`src/rtl/poly_mult_harness.sv`:
```
// Switch-driven loader and one-term-per-clock schoolbook multiplier over Z_(2^W)[x]/(x^N -/+ 1).
// Result coefficients are browsed on the LEDs once the product is complete.
module poly_mult_harness #(
  parameter int N    = 4,
  parameter int W    = 4,
  parameter int NEGA = 0
) (
  input  logic        man_clk,
  input  logic        man_reset,
  input  logic [15:0] bits,
  input  logic        load,
  output logic [15:0] LED,
  output logic        done
);

  localparam int IW = $clog2(N);
  localparam logic [IW-1:0] LAST  = IW'(N - 1);
  localparam logic [IW-1:0] ONE   = IW'(1);
  localparam logic [IW:0]   N_EXT = (IW + 1)'(N);

  typedef enum logic [2:0] {
    S_INIT   = 3'd0,
    S_LOAD_A = 3'd1,
    S_LOAD_B = 3'd2,
    S_MAC    = 3'd3,
    S_DONE   = 3'd4
  } state_t;

  state_t state, state_next;

  logic          load_q;
  logic          ld_edge;
  logic [IW-1:0] idx, i, j;
  logic [W-1:0]  a [N];
  logic [W-1:0]  b [N];
  logic [W-1:0]  r [N];

  logic [IW:0]   s;
  logic          wrap;
  logic [IW-1:0] k;
  logic [IW-1:0] sel;
  logic [W-1:0]  prod;
  logic          idx_last;
  logic          mac_last;

  assign ld_edge  = load & ~load_q;
  assign idx_last = (idx == LAST);
  assign mac_last = (i == LAST) && (j == LAST);

  // Term index folded back into 0..N-1; wrap marks terms that passed x^N.
  assign s    = {1'b0, i} + {1'b0, j};
  assign wrap = (s >= N_EXT);
  assign k    = wrap ? IW'(s - N_EXT) : IW'(s);
  assign prod = a[i] * b[j];
  assign sel  = IW'({1'b0, bits[11:8]} % 5'(N));

  always_ff @(posedge man_clk or posedge man_reset) begin
    if (man_reset) begin
      state  <= S_INIT;
      done   <= 1'b0;
      load_q <= 1'b0;
    end else begin
      state  <= state_next;
      done   <= (state_next == S_DONE);
      load_q <= load;
    end
  end

  always_comb begin
    state_next = state;
    case (state)
      S_INIT:   state_next = S_LOAD_A;
      S_LOAD_A: if (ld_edge && idx_last) state_next = S_LOAD_B;
      S_LOAD_B: if (ld_edge && idx_last) state_next = S_MAC;
      S_MAC:    if (mac_last) state_next = S_DONE;
      S_DONE:   if (ld_edge) state_next = S_LOAD_A;
      default:  state_next = S_INIT;
    endcase
  end

  always_ff @(posedge man_clk or posedge man_reset) begin
    if (man_reset) begin
      LED <= 16'h0000;
      idx <= '0;
      i   <= '0;
      j   <= '0;
      for (int n = 0; n < N; n++) begin
        a[n] <= '0;
        b[n] <= '0;
        r[n] <= '0;
      end
    end else begin
      case (state)
        S_INIT: begin
          LED <= 16'hFFFF;
          idx <= '0;
          i   <= '0;
          j   <= '0;
        end
        S_LOAD_A: begin
          LED <= {4'h1, 4'(idx), 8'(bits[W-1:0])};
          if (ld_edge) begin
            a[idx] <= bits[W-1:0];
            idx    <= idx_last ? '0 : idx + ONE;
          end
        end
        S_LOAD_B: begin
          LED <= {4'h2, 4'(idx), 8'(bits[W-1:0])};
          if (ld_edge) begin
            b[idx] <= bits[W-1:0];
            if (idx_last) begin
              idx <= '0;
              i   <= '0;
              j   <= '0;
              for (int n = 0; n < N; n++) r[n] <= '0;
            end else begin
              idx <= idx + ONE;
            end
          end
        end
        S_MAC: begin
          // LED shows the accumulator before this term lands in it.
          LED <= {4'h3, 4'(i), 8'(r[k])};
          if ((NEGA != 0) && wrap) r[k] <= r[k] - prod;
          else                     r[k] <= r[k] + prod;
          j <= (j == LAST) ? '0 : j + ONE;
          if (j == LAST) i <= (i == LAST) ? '0 : i + ONE;
        end
        S_DONE: begin
          LED <= {4'h4, bits[11:8], 8'(r[sel])};
          if (ld_edge) idx <= '0;
        end
        default: ;
      endcase
    end
  end

endmodule

```
`config.mk`:
```
export PLATFORM = sky130hd
export DESIGN_NAME = poly_mult_harness
export DESIGN_NICKNAME = d
export VERILOG_FILES = /design/src/rtl/poly_mult_harness.sv
export SDC_FILE = /design/constraint.sdc
export NUM_CORES = 1
export LEC_CHECK = 0
export ABC_AREA = 1
export CAP_MARGIN = 20
export CORE_UTILIZATION = 25
export DETAILED_ROUTE_END_ITERATION = 8
export PLACE_DENSITY_LB_ADDON = 0.1
export SETUP_SLACK_MARGIN = 0.05
export SLEW_MARGIN = 15
export SYNTH_ARGS = -nofsm -noshare
export SYNTH_HDL_FRONTEND = slang
export SYNTH_SLANG_ARGS = --single-unit
```
`constraint.sdc`:
```
create_clock -name man_clk -period 6.5 [get_ports man_clk]
set_input_delay 0.65 -clock man_clk [delete_from_list [all_inputs] [get_ports man_clk]]
set_output_delay 0.65 -clock man_clk [all_outputs]
set_load 0.02 [all_outputs]
```
==> impl_metrics.env <==
export IMPL_startpoint_type="register"
export IMPL_pre_cts_slack_ns=2.81
export IMPL_routed_wl_um=10400
export IMPL_synth_most_common_cell="nand2_1"
export IMPL_die_h_um=128
export IMPL_cts_buffer_depth=2
export IMPL_p_leak_nw=2.20
export IMPL_rows=45
export IMPL_fin_util_pct=30.8
export IMPL_finClkSkew_ns=0.00544
export IMPL_yosys_area_top_type="dfrtp_1"
export IMPL_initial_core_util_pct=25.8
export IMPL_cts_root_buf="clkbuf_16"
export IMPL_r2r_start="i[0]"
export IMPL_io_pins=36
export IMPL_ant_nets=0
export IMPL_p_sw_share_pct=45.2
export IMPL_dp_cells=723
export IMPL_cts_tree="yes"
export IMPL_drt_iter0_drc=244
export IMPL_antenna_found_initial=0
export IMPL_slew_headroom_pct=37.0
export IMPL_crit_path_max_incr_delay_ns=0.63
export IMPL_dieArea_sq_mm=0.0163
export IMPL_setup_slack_ns=2.82
export IMPL_p_int_mw=1.38
export IMPL_hpwl_um=7480
export IMPL_cts_setup_buffers=0
export IMPL_cp_cell_sequence="inv_2, nand2_1, nand3_1, nand2_1, inv_1, nor2_1, ha_1, ha_1, inv_1, fa_1, fa_1, xnor2_1, inv_1, nand2_1, nand2_2, inv_2, nand3_2, nand4_1, nand2_1"
export IMPL_cp_common_cell="nand2_1"
export IMPL_worstMarginPinSlew_ns=0.944
export IMPL_holdWs_ns=0.473
export IMPL_fin_tns_setup_ns=0
export IMPL_worstReg2RegEnd="r[3]"
export IMPL_clock_sinks=71
export IMPL_end_kind="register"
export IMPL_dieWidth_um=128
export IMPL_setup_violations_final=0
export IMPL_min_period_ns=3.68
export IMPL_yosys_top_cells_count="120 x nand2_1, 72 x inv_1, 71 x dfrtp_1, 52 x o21ai_0, 27 x nor2_1"
export IMPL_cts_resized=0
export IMPL_setup_worst_path_end="r[3]"
export IMPL_synthArstFlopShare_pct=100
export IMPL_diodes=0
export IMPL_cts_buffers=9
export IMPL_hold_path_class="reg2reg"
export IMPL_grt_ovfl_total=0
export IMPL_drive_gt1_share_pct=11.6
export IMPL_post_drt_via_cell_ratio=4.36
export IMPL_synth_top_cell_area_share_pct=45.0
export IMPL_synthDistinctLibCells=40
export IMPL_routedWlPerCell_um=14.1
export IMPL_dr_pass1_iters=4
export IMPL_outcome="completed"
export IMPL_reg2regPathDepth=19
export IMPL_clock_latency_ns=0.35
export IMPL_fillers=1699
export IMPL_ys_ff_latch=71
export IMPL_grt_max_degree=72
export IMPL_area_delta_synth_final_pct=19.6
export IMPL_avgSynthCellArea_sq_um=8.00
export IMPL_cts_hold_buf=0
export IMPL_seq_power_share_pct=28.9
export IMPL_power_frac_comb_pct=50.7
export IMPL_p_switching_mw=1.14
export IMPL_max_cap_violations=0
export IMPL_grt_total_usage_pct=14.5
export IMPL_fin_area_sq_mm=0.00472
export IMPL_gp_congestion=0.777
export IMPL_fin_cells=739
export IMPL_synth_flop_cell="dfrtp_1"
export IMPL_r2r_slack_ns=2.82
export IMPL_nNetsFinal=557
export IMPL_post_route_drc_count=0
export IMPL_hold_viol_final=0
export IMPL_ys_seq_area_share_pct=45.0
export IMPL_synth_area_sq_mm=0.00395
export IMPL_syn_inst=493
export IMPL_grt_pass1_vias=3238
export IMPL_rsz0062_at_grt="false"
export IMPL_synth_area_leaders="dfrtp_1 45%, nand2_1 11%, inv_1 6.8%, o21ai_0 6.6%, ha_1 4.1%"
export IMPL_place_area_sq_mm=0.00442
export IMPL_io_buffer_count=27
export IMPL_pwr_share_clk_pct=20.4
export IMPL_crit_type="reg2reg"
export IMPL_yosysWarnings=0
export IMPL_max_freq_mhz=272
export IMPL_final_max_slew_viol_count=0
export IMPL_synth_edf_count=0
export IMPL_p_total_mw=2.52
export IMPL_synth_net_count=527
export IMPL_path_clk_slew_ns=0.06
export IMPL_cp_data_arrival_time_ns=3.92
export IMPL_cp_slowest_cell="dfrtp_1"
export IMPL_vias=3221
export IMPL_vdd_drop_max_mv=0.188
export IMPL_worstSetupStartpoint="i[0]"
export IMPL_finalCritPeriodShare_pct=56.7
export IMPL_power_density_mw_per_mm2=534
export IMPL_core_sq_mm=0.0153
export IMPL_cts_max_level=3
export IMPL_worstPathMaxFanout=12
export IMPL_crit_required_ns=6.74
export IMPL_grt_pass1_wl_um=17700
layer usage:
metal / track usage (%) / part of all wire, % / vias up
met2: 21.3 / 43 / 62
met3: 2.51 / 3.5 / 13
met5: 0 / 0 / -
met1: 20.4 / 52 / 1494
li1: - / - / 1652
met4: 6.92 / 2.0 / 0
worst min-delay path by stage:
stage	from	end	slack, ns	cells past startpoint
floorplan	a[11]	a[11]	0.45	2
global placement	a[11]	a[11]	0.46	2
detailed placement	LED[11]	LED[11]	0.46	2
CTS	LED[11]	LED[11]	0.48	2
global route	LED[10]	LED[10]	0.50	2
finish	LED[11]	LED[11]	0.47	2
registers in the layout, summed over array words and instances (netlist names):
register and count:
LED 12, a 16, b 16, done 1, i 2, idx 2, j 2, load_q 1
r 16, state 3
final cells by class:
type / instances / area [sq um] / share of cell area (%)
flip-flops and latches: 71 / 1780 / 37.6
clock inverters: 5 / 57.6 / 1.22
well taps: 211 / 264 / 5.59
clock buffers: 11 / 243 / 5.14
multi-input cells: 327 / 1780 / 37.7
inverters: 86 / 323 / 6.84
repair buffers: 28 / 278 / 5.89
cell usage in the layout, fill, tap and decap left out, types with 3 or more instances in the layout:
master / instances
a21oi_1: 17
a22oi_1: 3
clkbuf_16: 9
clkdlybuf4s50_1: 27
dfrtp_1: 71
ha_1: 13
inv_1: 71
inv_2: 14
nand2_1: 120
nand2_2: 11
nand3_1: 22
nand4_1: 4
nor2_1: 27
nor2_2: 4
nor2_4: 6
o211ai_1: 3
o21ai_0: 52
o22ai_1: 16
or2_1: 3
power groups by stage:
stage	clock network [mW]	registers (mW)	logic (mW)
after floorplan	0	0.741	0.925
after global placement	0	0.732	1.27
after detailed placement	0	0.733	1.28
after CTS	0.527	0.729	1.29
after global routing	0.548	0.755	1.46
final	0.515	0.727	1.28
critical path: cells and delay by family (launching register included):
kind                       cells  cell delay [ns]
xor gates and xnor gates       1             0.21
adders and majority gates      4             1.47
buffers and inverters          5             0.44
DFF                            1             0.63
and+or+nand+nor                9             0.81
cells by family (layout without fill, tap and decap cells):
kind of cell / after synthesis / count (layout) / synth area share [%]
AO/OA/AOI/OAI: 106 / 106 / 15.8
buffers and inverters: 95 / 130 / 9.92
AND/OR/NAND/NOR: 204 / 204 / 23.7
adder cells (fa/ha/maj): 15 / 15 / 5.14
XOR/XNOR: 2 / 2 / 0.444
flip-flops: 71 / 71 / 45.0
(Power assumes the default switching activity.)
==> edit 1: new RTL, same flow settings <==
The 5 states of `state_t` get a one-hot encoding in 5 bits.
--- a/src/rtl/poly_mult_harness.sv
+++ b/src/rtl/poly_mult_harness.sv
@@ -18,12 +18,12 @@
   localparam logic [IW-1:0] ONE   = IW'(1);
   localparam logic [IW:0]   N_EXT = (IW + 1)'(N);
 
-  typedef enum logic [2:0] {
-    S_INIT   = 3'd0,
-    S_LOAD_A = 3'd1,
-    S_LOAD_B = 3'd2,
-    S_MAC    = 3'd3,
-    S_DONE   = 3'd4
+  typedef enum logic [4:0] {
+    S_INIT   = 5'b00001,
+    S_LOAD_A = 5'b00010,
+    S_LOAD_B = 5'b00100,
+    S_MAC    = 5'b01000,
+    S_DONE   = 5'b10000
   } state_t;
 
   state_t state, state_next;
Formal check against the unedited RTL: no difference found for any inputs over 10 cycles, from zero or initial values and one cycle with man_reset high; not proved beyond that.
==> edit 1 against the original RTL <==
  * Area after synthesis rose by 5.4%
  * Setup slack improved by 0.049 ns
  * Largest cell class unchanged
  * Wire length rose by 7.3%
  * Final cell count rose by 4.6%
  * Global-route usage rose by 0.45 points
  * Cell area rose by 3.8%
  * Sequential cell count rose by 2
Power is not compared: it rests on default switching activity, and its combinational part moved more than twofold at a synthesized area within 25%.
==> edit 1: results (changes against the original RTL) <==
| Metric | Value |
|---|---|
| Post-CTS Setup Inserts | `0 (unchanged)` |
| Initial antenna violation count | `0 (unchanged)` |
| Finished Layout Cells | `773 (+4.6%)` |
| Largest net degree at the start of global routing | `74 (+2.8%)` |
| Ys Warns | `0 (unchanged)` |
| H-tree levels | `3 (unchanged)` |
| Number of iterations in the first detailed-routing pass | `4 (unchanged)` |
| Worst EP arrival | `3.87 ns (-0.05 ns)` |
| Yosys cell types | `44 (+10%)` |
| Post-DP HPWL | `8.25 mm (+10%)` |
| # diodes | `0 (unchanged)` |
| Share of cells above drive strength 1 | `14.2% (+2.6 points)` |
| Root buffer cell | `clkbuf_16` |
| CTS resizes | `0 (unchanged)` |
| Syn_nets | `557 (+5.7%)` |
| Synth cell count leaders | `nand2_1 (143), dfrtp_1 (72), inv_1 (61)` |
| Inst Count DP | `757 (+4.7%)` |
| Routability Congestion | `0.836 (+7.7%)` |
| Seq/Total Area, Yosys | `44.0% (-1.1 points)` |
| Num CTS Buffers | `9 (unchanged)` |
| Port bufs | `27 (unchanged)` |
| Via Count | `3419 (+6.1%)` |
| Clock transition at path regs | `0.06 ns (about the same)` |
| Synth top area cells | `dfrtp_1 (43%), nand2_1 (13%), o21ai_0 (5.5%)` |
| Wirelength, routed | `11.2 mm (+7.3%)` |
| Primary FF master, synth | `dfrtp_1` |
| Gate Count Post-Synth | `523 (+6.1%)` |
| Worst Hold Class | `reg2reg` |
| Slew margin rel. | `37.0% (-0.079 points)` |
| Worst Path Max Fanout | `13 (+1)` |
| Clk_skew | `0.00669 ns (+0.00125 ns)` |
| First-pass GRT wire length | `18.7 mm (+5.9%)` |
| Clock Path Buffers | `2 (unchanged)` |
| Leak | `2.30 nW` |
| Largest registers | `a x16, b x16, r x16` |
| Worst-skew pair later-pin latency | `0.35 ns (about the same)` |
| Tot GR Track Use | `14.9% (+0.45 points)` |
| Synth async-reset ratio | `100% (unchanged)` |
| Status | `finished clean` |
| Drt initial violations | `145 (-41%)` |
| Worst vdd ir | `about 0.24 mV` |
| Net count, final | `586 (+5.2%)` |
edit 1: cell types whose count changed in the layout (fill, tap and decap cells not counted), moves of 6 or more:
cell	before	now
a21oi_1	17	8
inv_1	71	60
nand2_1	120	143
nand3_1	22	30
nor2_1	27	40
o21ai_0	52	46
o21ai_1	1	8
o22ai_1	16	7
edit 1: layout make-up:
class	count	area [um^2]
well taps	216	270
repair buffers	28	278
clock buffers	11	243
inverters	76	295
clock inverters	5	40.0
multi-input cells	364	1940
flip-flops and latches	73	1830
fillers	1723	11200
edit 1: kinds of logic after synthesis:
kind of cell,after synthesis,share of synthesized area (%)
adders and majority gates,15,4.88
AOI/OAI and AO/OA,88,12.5
DFF,73,44.0
buffers and inverters,86,9.27
xor gates and xnor gates,2,0.421
and+or+nand+nor,259,29.0
edit 1: critical path: stages, from the launching register on:
cell      delay [ns]
dfrtp_1         0.64
inv_2           0.19
nand2_1         0.10
nand3_1         0.06
nand2_1         0.11
inv_1           0.07
nor2_1          0.09
ha_1            0.24
ha_1            0.33
fa_1            0.50
inv_1           0.05
fa_1            0.43
xor2_1          0.19
nand3b_1        0.14
nand2_2         0.08
inv_2           0.07
nand3_4         0.08
nand3_1         0.09
nand2_1         0.05
edit 1: worst paths after layout:
| check | start | endpoint | slack, ns | cells after the start |
|---|---|---|---|---|
| worst max-delay path | i[0] | r[3] | 2.87 | 18 |
| worst min-delay path | a[2] | a[2] | 0.48 | 2 |
| worst max register to register | i[0] | r[3] | 2.87 | 18 |
| worst min register to register | a[2] | a[2] | 0.48 | 2 |
| max in group asynchronous | man_reset | a[0] | 4.97 | 3 |
| min in group asynchronous | man_reset | done | 0.92 | 3 |
edit 1: layer usage:
metal	share of wire [%]	GRT usage, %
met5	0	0
met4	1.9	6.76
met3	3.1	2.44
met2	46	23.1
met1	49	20.3
edit 1: power by group:
part | total (mW) | internal, mW | leakage (nW) | switching (mW)
clock | 0.475 | 0.271 | 0.134 | 0.203
sequential | 0.626 | 0.552 | 0.871 | 0.0736
combinational | 0.625 | 0.238 | 1.30 | 0.387
total | 1.73 | 1.06 | 2.30 | 0.664
edit 1: per-stage QoR:
step                      total power [mW]  setup slack, ns  cell area (um^2)
final                                 1.73             2.87              4900
after global routing                  1.86             2.50              4900
after CTS                             1.76             2.81              4900
after detailed placement              1.26             2.83              4620
after global placement                1.26             2.86              4620
after floorplan                       1.06             3.36              4160
==> edit 2: new RTL, config.mk and constraints unchanged <==
Without the edit above. `N`: 4 -> 2.
--- a/src/rtl/poly_mult_harness.sv
+++ b/src/rtl/poly_mult_harness.sv
@@ -1,7 +1,7 @@
 // Switch-driven loader and one-term-per-clock schoolbook multiplier over Z_(2^W)[x]/(x^N -/+ 1).
 // Result coefficients are browsed on the LEDs once the product is complete.
 module poly_mult_harness #(
-  parameter int N    = 4,
+  parameter int N    = 2,
   parameter int W    = 4,
   parameter int NEGA = 0
 ) (
Check against the original RTL: not equivalent (a bounded check fails within 10 cycles, from zero or initial values and one cycle with man_reset high).
==> edit 2 against the original RTL <==
  * Wire length down 44%
  * Sequential cell count down 27
  * Power down 41%
  * Critical path depth unchanged
  * Cell area down 37%
  * Setup slack better by 0.34 ns
  * Critical endpoint is now r[7]
  * Highest routed layer unchanged
  * Critical path type unchanged
  * Area after synthesis down 38%
==> edit 2: results (changes against the original RTL) <==
| Metric | Value |
|---|---|
| Status | `finished clean` |
| Comb power | `0.777 mW (-39%)` |
| P_int | `0.840 mW (-39%)` |
| Clock group | `0.249 mW (-52%)` |
| Met2 wire length | `2.59 mm (-42%)` |
| Worst-skew pair later-pin latency | `0.30 ns (-0.05 ns)` |
| Largest net degree at the start of global routing | `45 (-38%)` |
| Routability Congestion | `0.786 (+1.2%)` |
| Synth Area in Compound Gates | `15.4% (-0.44 points)` |
| H-tree levels | `2 (-1)` |
| Adder-Cell Fraction of Synth Area | `5.26% (+0.12 points)` |
| Post-DP HPWL | `4.52 mm (-40%)` |
| Worst Path Max Fanout | `8 (-4)` |
| Syn_nets | `337 (-36%)` |
| Tot GR Track Use | `12.8% (-1.7 points)` |
| Synth cell count leaders | `nand2_1 (92), inv_1 (49), dfrtp_1 (44)` |
| Via/cell ratio | `4.31 (-1.0%)` |
| Logic pwr share | `52.1% (+1.4 points)` |
| Worst R2R Path Depth | `19 (unchanged)` |
| Seq/Total Area, Yosys | `45.3% (+0.32 points)` |
| Net count, final | `367 (-34%)` |
| First-pass GRT wire length | `9.84 mm (-44%)` |
| Worst Hold Class | `reg2reg` |
| Drt initial violations | `118 (-52%)` |
| Met1 Wirelength | `3.03 mm (-44%)` |
| Worst Tran Pin Value | `0.428 ns (-0.516 ns)` |
| Wirelength, routed | `5.86 mm (-44%)` |
| Metal3 WL | `181 um (-50%)` |
| Worst vdd ir | `0.170 mV (-9.2%)` |
| Root buffer cell | `clkbuf_8` |
| Clk_skew | `0.00906 ns (+0.00362 ns)` |
| Leak | `1.44 nW (-34%)` |
| Yosys cell types | `32 (-20%)` |
| Synth Area in XOR/XNOR | `0.721% (+0.28 points)` |
| Worst EP arrival | `3.54 ns (-0.38 ns)` |
| Clock transition at path regs | `0.09 ns (+0.03 ns)` |
| GRT met2 Usage | `20.8% (-0.53 points)` |
| GR Util met3 | `2.36% (-0.15 points)` |
| Synth top area cells | `dfrtp_1 (45%), nand2_1 (14%), inv_1 (7.6%)` |
## edit 2: cell count changes in the layout (fill, tap and decap cells not counted), moves of 8 or more
| cell | delta |
|---|---|
| o21ai_0 | -25 |
| dfrtp_1 | -27 |
| nand2_2 | -8 |
| nor2_1 | -10 |
| nand3_1 | -16 |
| clkbuf_16 | -9 |
| nand2_1 | -28 |
| o22ai_1 | -10 |
| inv_1 | -23 |
## edit 2: worst paths after layout
kind	end	slack (ns)	start
worst min-delay path	r[7]	0.49	r[7]
worst max register to register	r[7]	3.16	j
worst max-delay path	r[7]	3.16	j
min in group asynchronous	b[0]	0.62	man_reset
worst min register to register	r[7]	0.49	r[7]
max in group asynchronous	a[0]	5.41	man_reset
## edit 2: critical path, stage by stage (launching register included)
cell     delay, ns
dfrtp_1       0.49
inv_2         0.18
nand2_1       0.07
nand2_1       0.12
inv_1         0.07
nor2_1        0.09
ha_1          0.24
ha_1          0.28
inv_1         0.05
fa_1          0.49
fa_1          0.50
xor2_1        0.17
nand2_1       0.08
nand2_1       0.05
nand2_1       0.05
nand2_1       0.07
inv_1         0.05
nand2_1       0.07
nand3_1       0.07
nand2_1       0.05
## edit 2: stage by stage
| stage | utilization (%) | cell area (um^2) | cells |
|---|---|---|---|
| after global placement | 30.3 | 2830 | 460 |
| after CTS | 31.7 | 2950 | 467 |
| final | 31.9 | 2970 | 468 |
| after floorplan | - | 2430 | 309 |
| after detailed placement | 30.3 | 2830 | 460 |
| after global routing | 31.9 | 2970 | 468 |
## edit 2: layout make-up
type	count	area (um^2)
Sequential cell	44	1100
Clock buffer	5	68.8
Tap cell	129	161
Fill cell	1008	6350
Clock inverter	2	60.1
Timing Repair Buffer	28	290
Multi-Input combinational cell	203	1080
Inverter	57	216
